### config.mk
export PLATFORM = sky130hd
export DESIGN_NAME = pad_attr_cfg_ctrl
export DESIGN_NICKNAME = d
export VERILOG_FILES = /design/src/rtl/pinmux_pkg.sv /design/src/rtl/pad_attr_rr_arb.sv /design/src/rtl/pad_attr_cfg_ctrl.sv
export SDC_FILE = /design/constraint.sdc
export NUM_CORES = 1
export LEC_CHECK = 0
export ABC_AREA = 1
export BUFFER_PORTS_ARGS = -buffer_cell sky130_fd_sc_hd__buf_2
export CAP_MARGIN = 25
export CORE_MARGIN = 2
export CORE_UTILIZATION = 52
export DETAILED_ROUTE_END_ITERATION = 10
export GPL_TIMING_DRIVEN = 0
export PLACE_DENSITY = 0.8
export SYNTH_ARGS = -nofsm -noshare
export SYNTH_HDL_FRONTEND = slang
export SYNTH_SLANG_ARGS = --single-unit
export TNS_END_PERCENT = 5
### constraint.sdc
create_clock -name clk_i -period 2.3 [get_ports clk_i]
set_clock_uncertainty 0.15 [all_clocks]
set_input_delay 0.345 -clock clk_i [delete_from_list [all_inputs] [get_ports clk_i]]
set_output_delay 0.345 -clock clk_i [all_outputs]
set_load 0.01 [all_outputs]
### src/rtl/pinmux_pkg.sv
// pinmux_pkg: shared types and helpers for the pad attribute configuration slice.
//   - pad_cfg_state_e : state encoding of the pad attribute write controller
//   - req_id_e        : identifies the software or hardware (sleep) requester
//   - WarlMask()      : writable-bit mask of an attribute word for a given pad type
package pinmux_pkg;

   // Masks are built at this width and truncated by the user to its own attribute width.
   localparam int unsigned MaskDw = 32;

   typedef enum logic [1:0] {
      ST_IDLE  = 2'd0,
      ST_APPLY = 2'd1,
      ST_DONE  = 2'd2
   } pad_cfg_state_e;

   typedef enum logic {
      REQ_SW = 1'b0,
      REQ_HW = 1'b1
   } req_id_e;

   // Writable attribute bits per pad type; unknown types are fully read-only.
   function automatic logic [MaskDw-1:0] WarlMask(input int pad_type);
      logic [MaskDw-1:0] mask;
      case (pad_type)
         32'sd0:  mask = {MaskDw{1'b1}};
         32'sd1:  mask = 32'h0000_00FF;
         32'sd2:  mask = 32'h0000_000F;
         default: mask = {MaskDw{1'b0}};
      endcase
      return mask;
   endfunction

endpackage

### src/rtl/pad_attr_rr_arb.sv
// pad_attr_rr_arb: two-requester round-robin arbiter.
// Ports:
//   clk_i, rst_ni        clock, asynchronous active-low reset
//   en_i                 arbitration enable (grants only while high)
//   sw_req_i, hw_req_i   requests
//   sw_gnt_o, hw_gnt_o   combinational one-hot grants
// On a tie the requester that was not granted last wins; after reset the
// pointer says "sw was granted last", so hw wins the first tie.
module pad_attr_rr_arb
   import pinmux_pkg::*;
(
   input  logic clk_i,
   input  logic rst_ni,
   input  logic en_i,
   input  logic sw_req_i,
   input  logic hw_req_i,
   output logic sw_gnt_o,
   output logic hw_gnt_o
);

   req_id_e last_gnt_r;
   logic    sw_gnt_s;
   logic    hw_gnt_s;

   // Grant selection: single requester wins outright, ties go to the one not granted last.
   always_comb begin
      sw_gnt_s = 1'b0;
      hw_gnt_s = 1'b0;
      if (en_i) begin
         if (sw_req_i && hw_req_i) begin
            if (last_gnt_r == REQ_SW) begin
               hw_gnt_s = 1'b1;
            end else begin
               sw_gnt_s = 1'b1;
            end
         end else begin
            sw_gnt_s = sw_req_i;
            hw_gnt_s = hw_req_i;
         end
      end else begin
         sw_gnt_s = 1'b0;
         hw_gnt_s = 1'b0;
      end
   end

   // Remember the last granted requester for the next tie.
   always_ff @(posedge clk_i or negedge rst_ni) begin
      if (!rst_ni) begin
         last_gnt_r <= REQ_SW;
      end else if (hw_gnt_s) begin
         last_gnt_r <= REQ_HW;
      end else if (sw_gnt_s) begin
         last_gnt_r <= REQ_SW;
      end
   end

   assign sw_gnt_o = sw_gnt_s;
   assign hw_gnt_o = hw_gnt_s;

endmodule

### src/rtl/pad_attr_cfg_ctrl.sv
// pad_attr_cfg_ctrl: holds the attribute word of every pad and serialises
// write requests from a software and a hardware (sleep) requester.
// Ports:
//   clk_i, rst_ni              clock, asynchronous active-low reset
//   sw_req_i/hw_req_i          write requests (held until granted)
//   sw_idx_i/hw_idx_i          target pad index
//   sw_attr_i/hw_attr_i        requested attribute word
//   sw_gnt_o/hw_gnt_o          one-cycle combinational grant (IDLE only)
//   sw_done_o/hw_done_o        one-cycle completion pulse to the granted requester
//   err_o                      qualifies done: index was out of range
//   attr_o                     registered table, pad i at [i*AttrDw +: AttrDw]
//   busy_o                     high whenever a transaction is in progress
// A granted write lands in the table at the grant edge, then the controller
// waits ApplyCycles settling cycles before signalling completion.
module pad_attr_cfg_ctrl
   import pinmux_pkg::*;
#(
   parameter int unsigned NumPads     = 8,
   parameter int unsigned AttrDw      = 13,
   parameter int          PadType     = 0,
   parameter int unsigned ApplyCycles = 4
) (
   input  logic                        clk_i,
   input  logic                        rst_ni,
   input  logic                        sw_req_i,
   input  logic                        hw_req_i,
   input  logic [$clog2(NumPads):0]    sw_idx_i,
   input  logic [$clog2(NumPads):0]    hw_idx_i,
   input  logic [AttrDw-1:0]           sw_attr_i,
   input  logic [AttrDw-1:0]           hw_attr_i,
   output logic                        sw_gnt_o,
   output logic                        hw_gnt_o,
   output logic                        sw_done_o,
   output logic                        hw_done_o,
   output logic                        err_o,
   output logic [NumPads*AttrDw-1:0]   attr_o,
   output logic                        busy_o
);

   localparam int unsigned    IdxW       = $clog2(NumPads) + 1;
   localparam logic [AttrDw-1:0] WrMask  = AttrDw'(WarlMask(PadType));
   localparam logic [3:0]     ApplyLoad  = 4'(ApplyCycles);

   pad_cfg_state_e            state_r;
   pad_cfg_state_e            state_nxt_s;
   logic [3:0]                cnt_r;
   logic                      err_r;
   req_id_e                   owner_r;
   logic [NumPads*AttrDw-1:0] attr_r;

   logic                      arb_en_s;
   logic                      sw_gnt_s;
   logic                      hw_gnt_s;
   logic                      any_gnt_s;
   logic [IdxW-1:0]           sel_idx_s;
   logic [AttrDw-1:0]         sel_attr_s;
   logic                      idx_ok_s;

   // Gating with rst_ni keeps the grants low while reset is asserted.
   assign arb_en_s  = (state_r == ST_IDLE) && rst_ni;
   assign any_gnt_s = sw_gnt_s || hw_gnt_s;

   pad_attr_rr_arb u_arb (
      .clk_i    (clk_i),
      .rst_ni   (rst_ni),
      .en_i     (arb_en_s),
      .sw_req_i (sw_req_i),
      .hw_req_i (hw_req_i),
      .sw_gnt_o (sw_gnt_s),
      .hw_gnt_o (hw_gnt_s)
   );

   // Route the winning requester's index and attribute word.
   always_comb begin
      sel_idx_s  = sw_idx_i;
      sel_attr_s = sw_attr_i;
      if (hw_gnt_s) begin
         sel_idx_s  = hw_idx_i;
         sel_attr_s = hw_attr_i;
      end else begin
         sel_idx_s  = sw_idx_i;
         sel_attr_s = sw_attr_i;
      end
   end

   assign idx_ok_s = (sel_idx_s < IdxW'(NumPads));

   // Next-state logic; APPLY leaves on the last count so it spans ApplyCycles cycles.
   always_comb begin
      state_nxt_s = state_r;
      case (state_r)
         ST_IDLE: begin
            if (any_gnt_s) begin
               state_nxt_s = ST_APPLY;
            end else begin
               state_nxt_s = ST_IDLE;
            end
         end
         ST_APPLY: begin
            if (cnt_r <= 4'd1) begin
               state_nxt_s = ST_DONE;
            end else begin
               state_nxt_s = ST_APPLY;
            end
         end
         ST_DONE: state_nxt_s = ST_IDLE;
         default: state_nxt_s = ST_IDLE;
      endcase
   end

   // State register.
   always_ff @(posedge clk_i or negedge rst_ni) begin
      if (!rst_ni) begin
         state_r <= ST_IDLE;
      end else begin
         state_r <= state_nxt_s;
      end
   end

   // Transaction context captured at the grant edge, settle counter counted down in APPLY.
   always_ff @(posedge clk_i or negedge rst_ni) begin
      if (!rst_ni) begin
         cnt_r   <= 4'd0;
         err_r   <= 1'b0;
         owner_r <= REQ_SW;
      end else if (any_gnt_s) begin
         cnt_r   <= ApplyLoad;
         err_r   <= !idx_ok_s;
         owner_r <= hw_gnt_s ? REQ_HW : REQ_SW;
      end else if ((state_r == ST_APPLY) && (cnt_r != 4'd0)) begin
         cnt_r   <= cnt_r - 4'd1;
      end
   end

   // Attribute table: only writable bits take the new value; out-of-range writes are dropped.
   always_ff @(posedge clk_i or negedge rst_ni) begin
      if (!rst_ni) begin
         attr_r <= '0;
      end else begin
         for (int i = 0; i < int'(NumPads); i++) begin
            if (any_gnt_s && idx_ok_s && (sel_idx_s == IdxW'(i))) begin
               attr_r[i*AttrDw +: AttrDw] <= (attr_r[i*AttrDw +: AttrDw] & ~WrMask)
                                           | (sel_attr_s & WrMask);
            end
         end
      end
   end

   assign sw_gnt_o  = sw_gnt_s;
   assign hw_gnt_o  = hw_gnt_s;
   assign sw_done_o = (state_r == ST_DONE) && (owner_r == REQ_SW);
   assign hw_done_o = (state_r == ST_DONE) && (owner_r == REQ_HW);
   assign err_o     = (state_r == ST_DONE) && err_r;
   assign busy_o    = (state_r != ST_IDLE);
   assign attr_o    = attr_r;

endmodule

==> results.md, run 1 <==
- Layout cells sized above 1: 0.3059
- DP Area: 6042 sq um
- Initial core utilization: 0.5301
- Final instance area: 6411 sq um
- N_diodes: 0
- # IOs: 148
- Placer Congestion: 0.8444
- Final TNS setup: 0 ns
- Worst Path Required: roughly 1.8 ns
- # nets final: 788
- Fill cells: 823
- RSZ-0062 raised after global routing: false
- Largest cells by area after synthesis: dfrtp_1 55%, nand2_1 19%, nand3_1 10%, buf_6 2.9%, buf_4 2.2%
- #FFs+latches synth: 112
- Post-synth top area share: 0.5485
- TritonCTS clock tree: yes
- Final Hold Fails: 0
- Synth Net Count: 621
- Die W: 103.1 um
- Final setup vio count: 0
- Die ar.: 10640 sq um
- Primary FF master, synth: dfrtp_1
- Crit path launch type: flop
- EDFF count, synth: 0
- Outcome: complete, no violations
- Warnings from Yosys: 0
- Initial drt markers: around 270
- Crit path DAT: around 1.7 ns
- Final Max Slew Viols: 0
- CP max stage cell: dfrtp_1
- Die Height: ~100 um
- Yosys cell types: 25
- FF-to-FF Start: state_r[1]$_DFF_PN0_
- Largest area contributor in the netlist: dfrtp_1
- Type of the worst setup path: flop to output port
- Routed length per placed instance: about 16 um
- P_leak: between 3 and 4 nW
- Mapped Area: 5110 sq um
- Max incr delay on CP: 0.43 ns
- Initial antenna violation count: 0
- Hold path startpoint: sw_idx_i[3]
- TritonCTS buffer count: 9
- Slew HR: 0.6106
- Synth async-reset ratio: 1.000
- Fin crit share: 0.9453
- Worst slew pin tran: 0.5828 ns
- Syn_area_per_cell: 8.810 sq um
- Row Count: 36
- Cell with the most instances after synthesis: nand2_1
- Final Critical Period: 2.174 ns
- PortBufs: between 100 and 150
- Crit. End Element: output port
- HPWL Detailed: about 10000 um
- Max Root-Sink Buffers: 2
- Max-cap violations: 0
- Worst skew pair latency: 0.38 ns
- Sequential share of the synthesized area: 0.5485
- Worst Setup SP: state_r[1]$_DFF_PN0_
- Routed WL: about 14000 um
- CTS Root Cell: clkbuf_8
- Vias: 4552
- Finished Core Util: 0.6651
- Worst-path cell chain: inv_2, nand2_4, nor2_8, nand2_4, inv_2, buf_2, buf_2
- Number of global-route vias before repair: 4254
- Clk sinks: approximately 110
- Core ar.: 9639 sq um
- Max FO, Critical Path: 10
- Largest net degree at the start of global routing: 59
- Pwr/cell area: 1274 nW/um^2
- Gr ovfl total: 0
- Drt via density: roughly 5.1
- CP delay by family, top: buffers and inverters
- Max Freq: roughly 0.46 GHz
- Synth cell count leaders: 263 x nand2_1, 112 x dfrtp_1, 106 x nand3_1, 15 x buf_4, 15 x inv_1
- Tot Pwr: 8.166 mW
- Synth Instances: between 500 and 600
- Global-route wire length before repair: 21730 um
- Worst Hold Class: input pin to flop
- Final ANT Viol Nets: 0
- Clock slew at reported path FFs: roughly 0.10 ns
- Post-route DRC: 0
- CTS H-Tree Depth: 3
- Postcts setup bufs: 0
- All-layer global routing usage: 0.2747
- WP buf/inv: 4
- Area Growth Syn to Fin: 25.47%
- Worst vdd ir: 0.4704 mV
- First drt pass iteration count: 5
[cell type report]
cell class                 instances  area [sq um]  area share
inverter                          18         67.56     0.01054
buffer                            31         274.0     0.04274
sequential                       112          2803      0.4372
multi-input combinational        419          1966      0.3066
tap                              133         166.4     0.02596
clock buffer                      10         137.6     0.02147
timing repair buffer             156         930.9      0.1452
clock inverter                     6         66.31     0.01034
[state kept, by name, indices dropped and copies added (netlist names)]
| name | flops |
|---|---|
| attr_o | 104 |
| owner_r | 1 |
| err_r | 1 |
| cnt_r | 4 |
| state_r | 2 |
[kinds of logic (layout without fill, tap and decap cells)]
family,Yosys count,count (layout),synth area share
AOI/OAI and AO/OA,12,12,0.01788
adders and majority gates,3,3,0.007347
buffers and inverters,49,221,0.06684
DFF,112,112,0.5485
and+or+nand+nor,404,404,0.3595
[tightest hold or removal path, cell delays in order]
cell,delay (ns)
buf_2,0.08
nand2_1,0.08
nand3_4,0.12
o21a_1,0.12
[stage by stage]
stage	std cells	hold slack (ns)	setup slack (ns)
2_1_floorplan	580	-0.1006	0.4622
3_3_place_gp	860	0.3010	-1.961
3_5_place_dp	861	0.3030	-0.8148
4_1_cts	884	0.2306	0.1107
5_1_grt	885	0.2529	0.02011
6_report	885	0.2350	0.1258
[worst paths after layout]
check	endpoint	slack [ns]	cells after the start
max in group asynchronous	attr_o[82]$_DFFE_PN0P_	1.20	4
min	err_r$_DFFE_PN0P_	0.23	4
min in group asynchronous	attr_o[5]$_DFFE_PN0P_	0.46	3
min reg2reg	attr_o[87]$_DFFE_PN0P_	0.32	2
max	hw_gnt_o	0.13	7
max reg2reg	attr_o[34]$_DFFE_PN0P_	0.17	10
[cell usage in the layout, fill, tap and decap left out, drive strengths merged]
master / instances
or2: 1
clkinv: 4
bufbuf: 1
nand2: 277
nor3: 2
buf: 181
a21oi: 4
dfrtp: 112
and3: 1
ha: 3
o21ai: 6
bufinv: 1
clkbuf: 11
a21boi: 1
nor2: 16
o21a: 1
nand3: 107
dlygate4sd3: 4
inv: 19
[report_power, final]
| part | switching, mW | total, mW | internal, mW |
|---|---|---|---|
| clock | 0.677 | 1.21 | 0.538 |
| sequential | 0.580 | 3.54 | 2.96 |
| combinational | 2.10 | 3.42 | 1.32 |
| total | 3.35 | 8.17 | 4.81 |
[per-layer routing]
layer,global-route usage,wire (um),share of wire,up-vias
met4,0.1265,496,0.035,0
met2,0.4346,6677,0.48,198
met3,0.05831,991,0.071,30
li1,-,-,-,2177
met5,0,0,0,-
met1,0.3643,5887,0.42,2147
[what timing repair did]
item | in CTS | in global routing
gates resized for setup | 3 | 0
hold endpoints to repair | 78 | 0
setup endpoints to repair | 106 | 0
hold buffers | 6 | 0
(Power assumes the default switching activity.)
==> run 2, diff against run 1 <==
- SYNTH_HIERARCHICAL: not set -> 1
==> run 2 against run 1 <==
Compared with the run above:
- the run now ends with hold timing left
- maximum frequency down 1.4%
- flip-flop and latch count is 1 higher
- critical path depth grew 10
- synthesized area down 3.1%
- routed wire length grew 4.9%
- count of clock-buffer cells in the layout increased by 7
- clock power rose by 95%
- die area decreased by 2.9%
- sequential share of layout area is 1.7 points lower
- sequential power is 3% lower
- global-route usage increased by 1.4 points
- non-clock buffer count increased by 10
- largest cell class unchanged
==> results.md, run 2 <==
- Worst slew pin tran: 0.5131 ns (-0.06967 ns)
- Die W: 101.6 um (-1.5%)
- Pwr/cell area: 1350 nW/um^2 (+6.0%)
- Non-Filler Instances: 915 (+3.4%)
- Outcome: finished with violations
- Sequential power share: 0.379 (-0.054)
- Commonest non-fill, non-tap cells in the layout: 260 x nand2_1, 157 x buf_2, 113 x dfrtp_1
- Failing checks: hold timing
- Cell Int Power: 5.510 mW (+15%)
- Synth cell count leaders: 275 x nand2_1, 113 x dfrtp_1, 110 x nand3_1, 19 x buf_2, 18 x inv_1
- Placed Cells: 865 (+0.46%)
- Global-route wire length before repair: 22420 um (+3.2%)
- PortBufs: 147 (unchanged)
- Row Count: 35 (-2.8%)
- Worst vdd ir: 0.6588 mV (+40%)
- Slew HR: 0.6571 (+0.04656)
- P_leak: 3.989 nW (+3.3%)
- Largest area contributor in the netlist: dfrtp_1
- # nets final: 814 (+3.3%)
- Cell with the most instances after synthesis: nand2_1
- Syn_area_per_cell: 8.424 sq um (-4.4%)
- Routed length per placed instance: 16.11 um (+1.5%)
- Clk network pwr share: 0.259 (+0.110)
- TritonCTS clock tree: yes
- CTS Root Cell: clkbuf_8
- All-layer global routing usage: 0.2891 (+0.01439)
- Max Root-Sink Buffers: 2 (unchanged)
- HPWL Detailed: 9590 um (-3.8%)
- Crit. End Element: flop
- Worst Hold Class: input pin to async pin
- Initial antenna violation count: 0 (unchanged)
- Type of the worst setup path: flop to flop
- Warnings from Yosys: 6 (+6)
- Core ar.: 9240 sq um (-4.1%)
- Die ar.: 10320 sq um (-2.9%)
- Comb pwr share: 0.361 (-0.057)
- Area Growth Syn to Fin: 35.97%
- Sequential share of the synthesized area: 0.5709 (+0.02237)
- Post-route DRC: 0 (unchanged)
- Worst skew pair latency: 0.51 ns (+0.13 ns)
- Primary FF master, synth: dfrtp_1
- Post-synth top area share: 0.5709 (+0.02237)
- Number of global-route vias before repair: 4444 (+4.5%)
- Final ANT Viol Nets: 0 (unchanged)
- Max reg flops: 104 (unchanged)
- Hold_ws: -0.3533 ns (-0.5883 ns)
- CTS H-Tree Depth: 4 (+1)
- Gr ovfl total: 0 (unchanged)
- Sw Ratio: 0.3943 (-0.01653)
- Max Freq: 0.4537 GHz (-1.4%)
- Largest net degree at the start of global routing: 69 (+17%)
- #FFs+latches synth: 113 (+0.89%)
- Layout cells sized above 1: 0.3397 (+0.03384)
- Max-cap violations: 0 (unchanged)
- Crit path launch type: flop
- Worst Path Required: 2.54 ns (+0.74 ns)
- Finished Core Util: 0.7289 (+0.06380)
- Reg2reg path depth: 17 (+7)
- Largest cells by area after synthesis: dfrtp_1 57%, nand2_1 21%, nand3_1 11%, buf_2 1.9%, buf_4 1.7%
- Final Max Slew Viols: 0 (unchanged)
- Final Critical Period: 2.204 ns (+0.02977 ns)
- Synth async-reset ratio: 1.000 (unchanged)
- Synth Net Count: 629 (+1.3%)
- Mapped Area: 4954 sq um (-3.1%)
- Initial core utilization: 0.5361 (+0.005972)
- Final setup vio count: 0 (unchanged)
- First drt pass iteration count: 7 (+2)
- Clock slew at reported path FFs: 0.06 ns (-0.04 ns)
- Routed WL: 14740 um (+4.9%)
- Synth Instances: 588 (+1.4%)
- Hold_buf cts: 2 (-4)
- Fin crit share: 0.9583 (+0.01294)
- Yosys cell types: 22 (-12%)
- Placer Congestion: 0.8279 (-2.0%)
- TritonCTS buffer count: 17 (+8)
- Net Switching: 3.586 mW (+6.9%)
- Max FO, Critical Path: 10 (unchanged)
- Clk sinks: 113 (+0.89%)
- Drt via density: 5.246 (+2.0%)
- Tot Pwr: 9.096 mW (+11%)
- Vias: 4800 (+5.4%)
- Die Height: 101.6 um (-1.5%)
- Crit path DAT: 2.44 ns (+0.76 ns)
- # IOs: 148 (unchanged)
- Leading cell type in the layout, fill and taps excluded: nand2_1
- N_diodes: 0 (unchanged)
- EDFF count, synth: 0 (unchanged)
- Final Hold Fails: 66 (+66)
- Initial drt markers: 307 (+12%)
[run 2: through the flow]
| stage | hold slack (ns) | setup slack [ns] | setup TNS (ns) | cell area [sq um] |
|---|---|---|---|---|
| 6_report | -0.3533 | 0.09600 | 0 | 6735 |
| 3_5_place_dp | 0.3036 | -0.8243 | -76.06 | 5881 |
| 2_1_floorplan | -0.1006 | 0.1142 | 0 | 4954 |
| 5_1_grt | -0.3249 | -0.02431 | -0.1366 | 6735 |
| 4_1_cts | -0.3034 | 0.01520 | 0 | 6514 |
| 3_3_place_gp | 0.2987 | -1.930 | -257.98 | 5851 |
[run 2: path summary, 6_finish.rpt]
kind / slack [ns] / endpoint / from
hold / removal: -0.35 / attr_o[17]$_DFFE_PN0P_ / rst_ni
hold reg to reg: 0.31 / attr_o[45]$_DFFE_PN0P_ / attr_o[45]$_DFFE_PN0P_
min in group clk_i: 0.04 / owner_r$_DFFE_PN0N_ / hw_req_i
setup reg to reg: 0.1 / attr_o[94]$_DFFE_PN0P_ / state_r[1]$_DFF_PN0_
setup / recovery: 0.1 / attr_o[94]$_DFFE_PN0P_ / state_r[1]$_DFF_PN0_
max in group asynchronous: 1.74 / attr_o[53]$_DFFE_PN0P_ / rst_ni
[run 2: final cells by class]
class,instances,area (sq um)
well taps,129,161.4
repair buffers,166,923.4
clock inverters,15,127.6
flip-flops and latches,113,2828
clock buffers,17,414.1
multi-input cells,422,1956
inverters,22,87.58
fillers,756,2505
plain buffers,31,237.7
[run 2: critical path, cell delays in order, from the launching register on]
cell and delay, ns:
dfrtp_1 0.39, inv_2 0.07, nand2_2 0.08, nor2_4 0.12, nand2_1 0.06, inv_1 0.04, nand2_1 0.06, inv_2 0.11
buf_6 0.15, nand2_1 0.07, nand2_2 0.09, inv_2 0.05, nor2_4 0.12, buf_6 0.15, nand2_4 0.07, buf_6 0.15
nand2_2 0.07, nand2_1 0.07
[run 2: routing by layer]
layer  vias up  GRT usage  share of wire
li1       2245          -              -
met5         -          0              0
met2       238     0.4615           0.49
met3        28    0.07522          0.086
met1      2289     0.3839           0.40
met4         0     0.1029          0.020
[run 2: repair_timing]
item | 4_1_cts | 5_1_grt
cloned | 1 | 1
hold endpoints to repair | 67 | 66
endpoints found under the setup margin | 103 | 104
gates resized for setup | 12 | 46
pin swaps | 1 | 8
buffers inserted | 3 | 11
[run 2: cell families after synthesis]
group / synth area share
AND/OR/NAND/NOR: 0.3584
flip-flops: 0.5709
buffers and inverters: 0.05380
AO/OA/AOI/OAI: 0.009345
adder cells (fa/ha/maj): 0.007578
[run 2: power by group through the flow]
stage	Sequential, mW	Clock, mW	Combinational, mW
5_1_grt	3.54	2.48	3.63
4_1_cts	3.44	2.38	3.16
3_5_place_dp	3.45	0	3.08
6_report	3.45	2.36	3.29
2_1_floorplan	3.79	0	1.29
3_3_place_gp	3.41	0	2.98
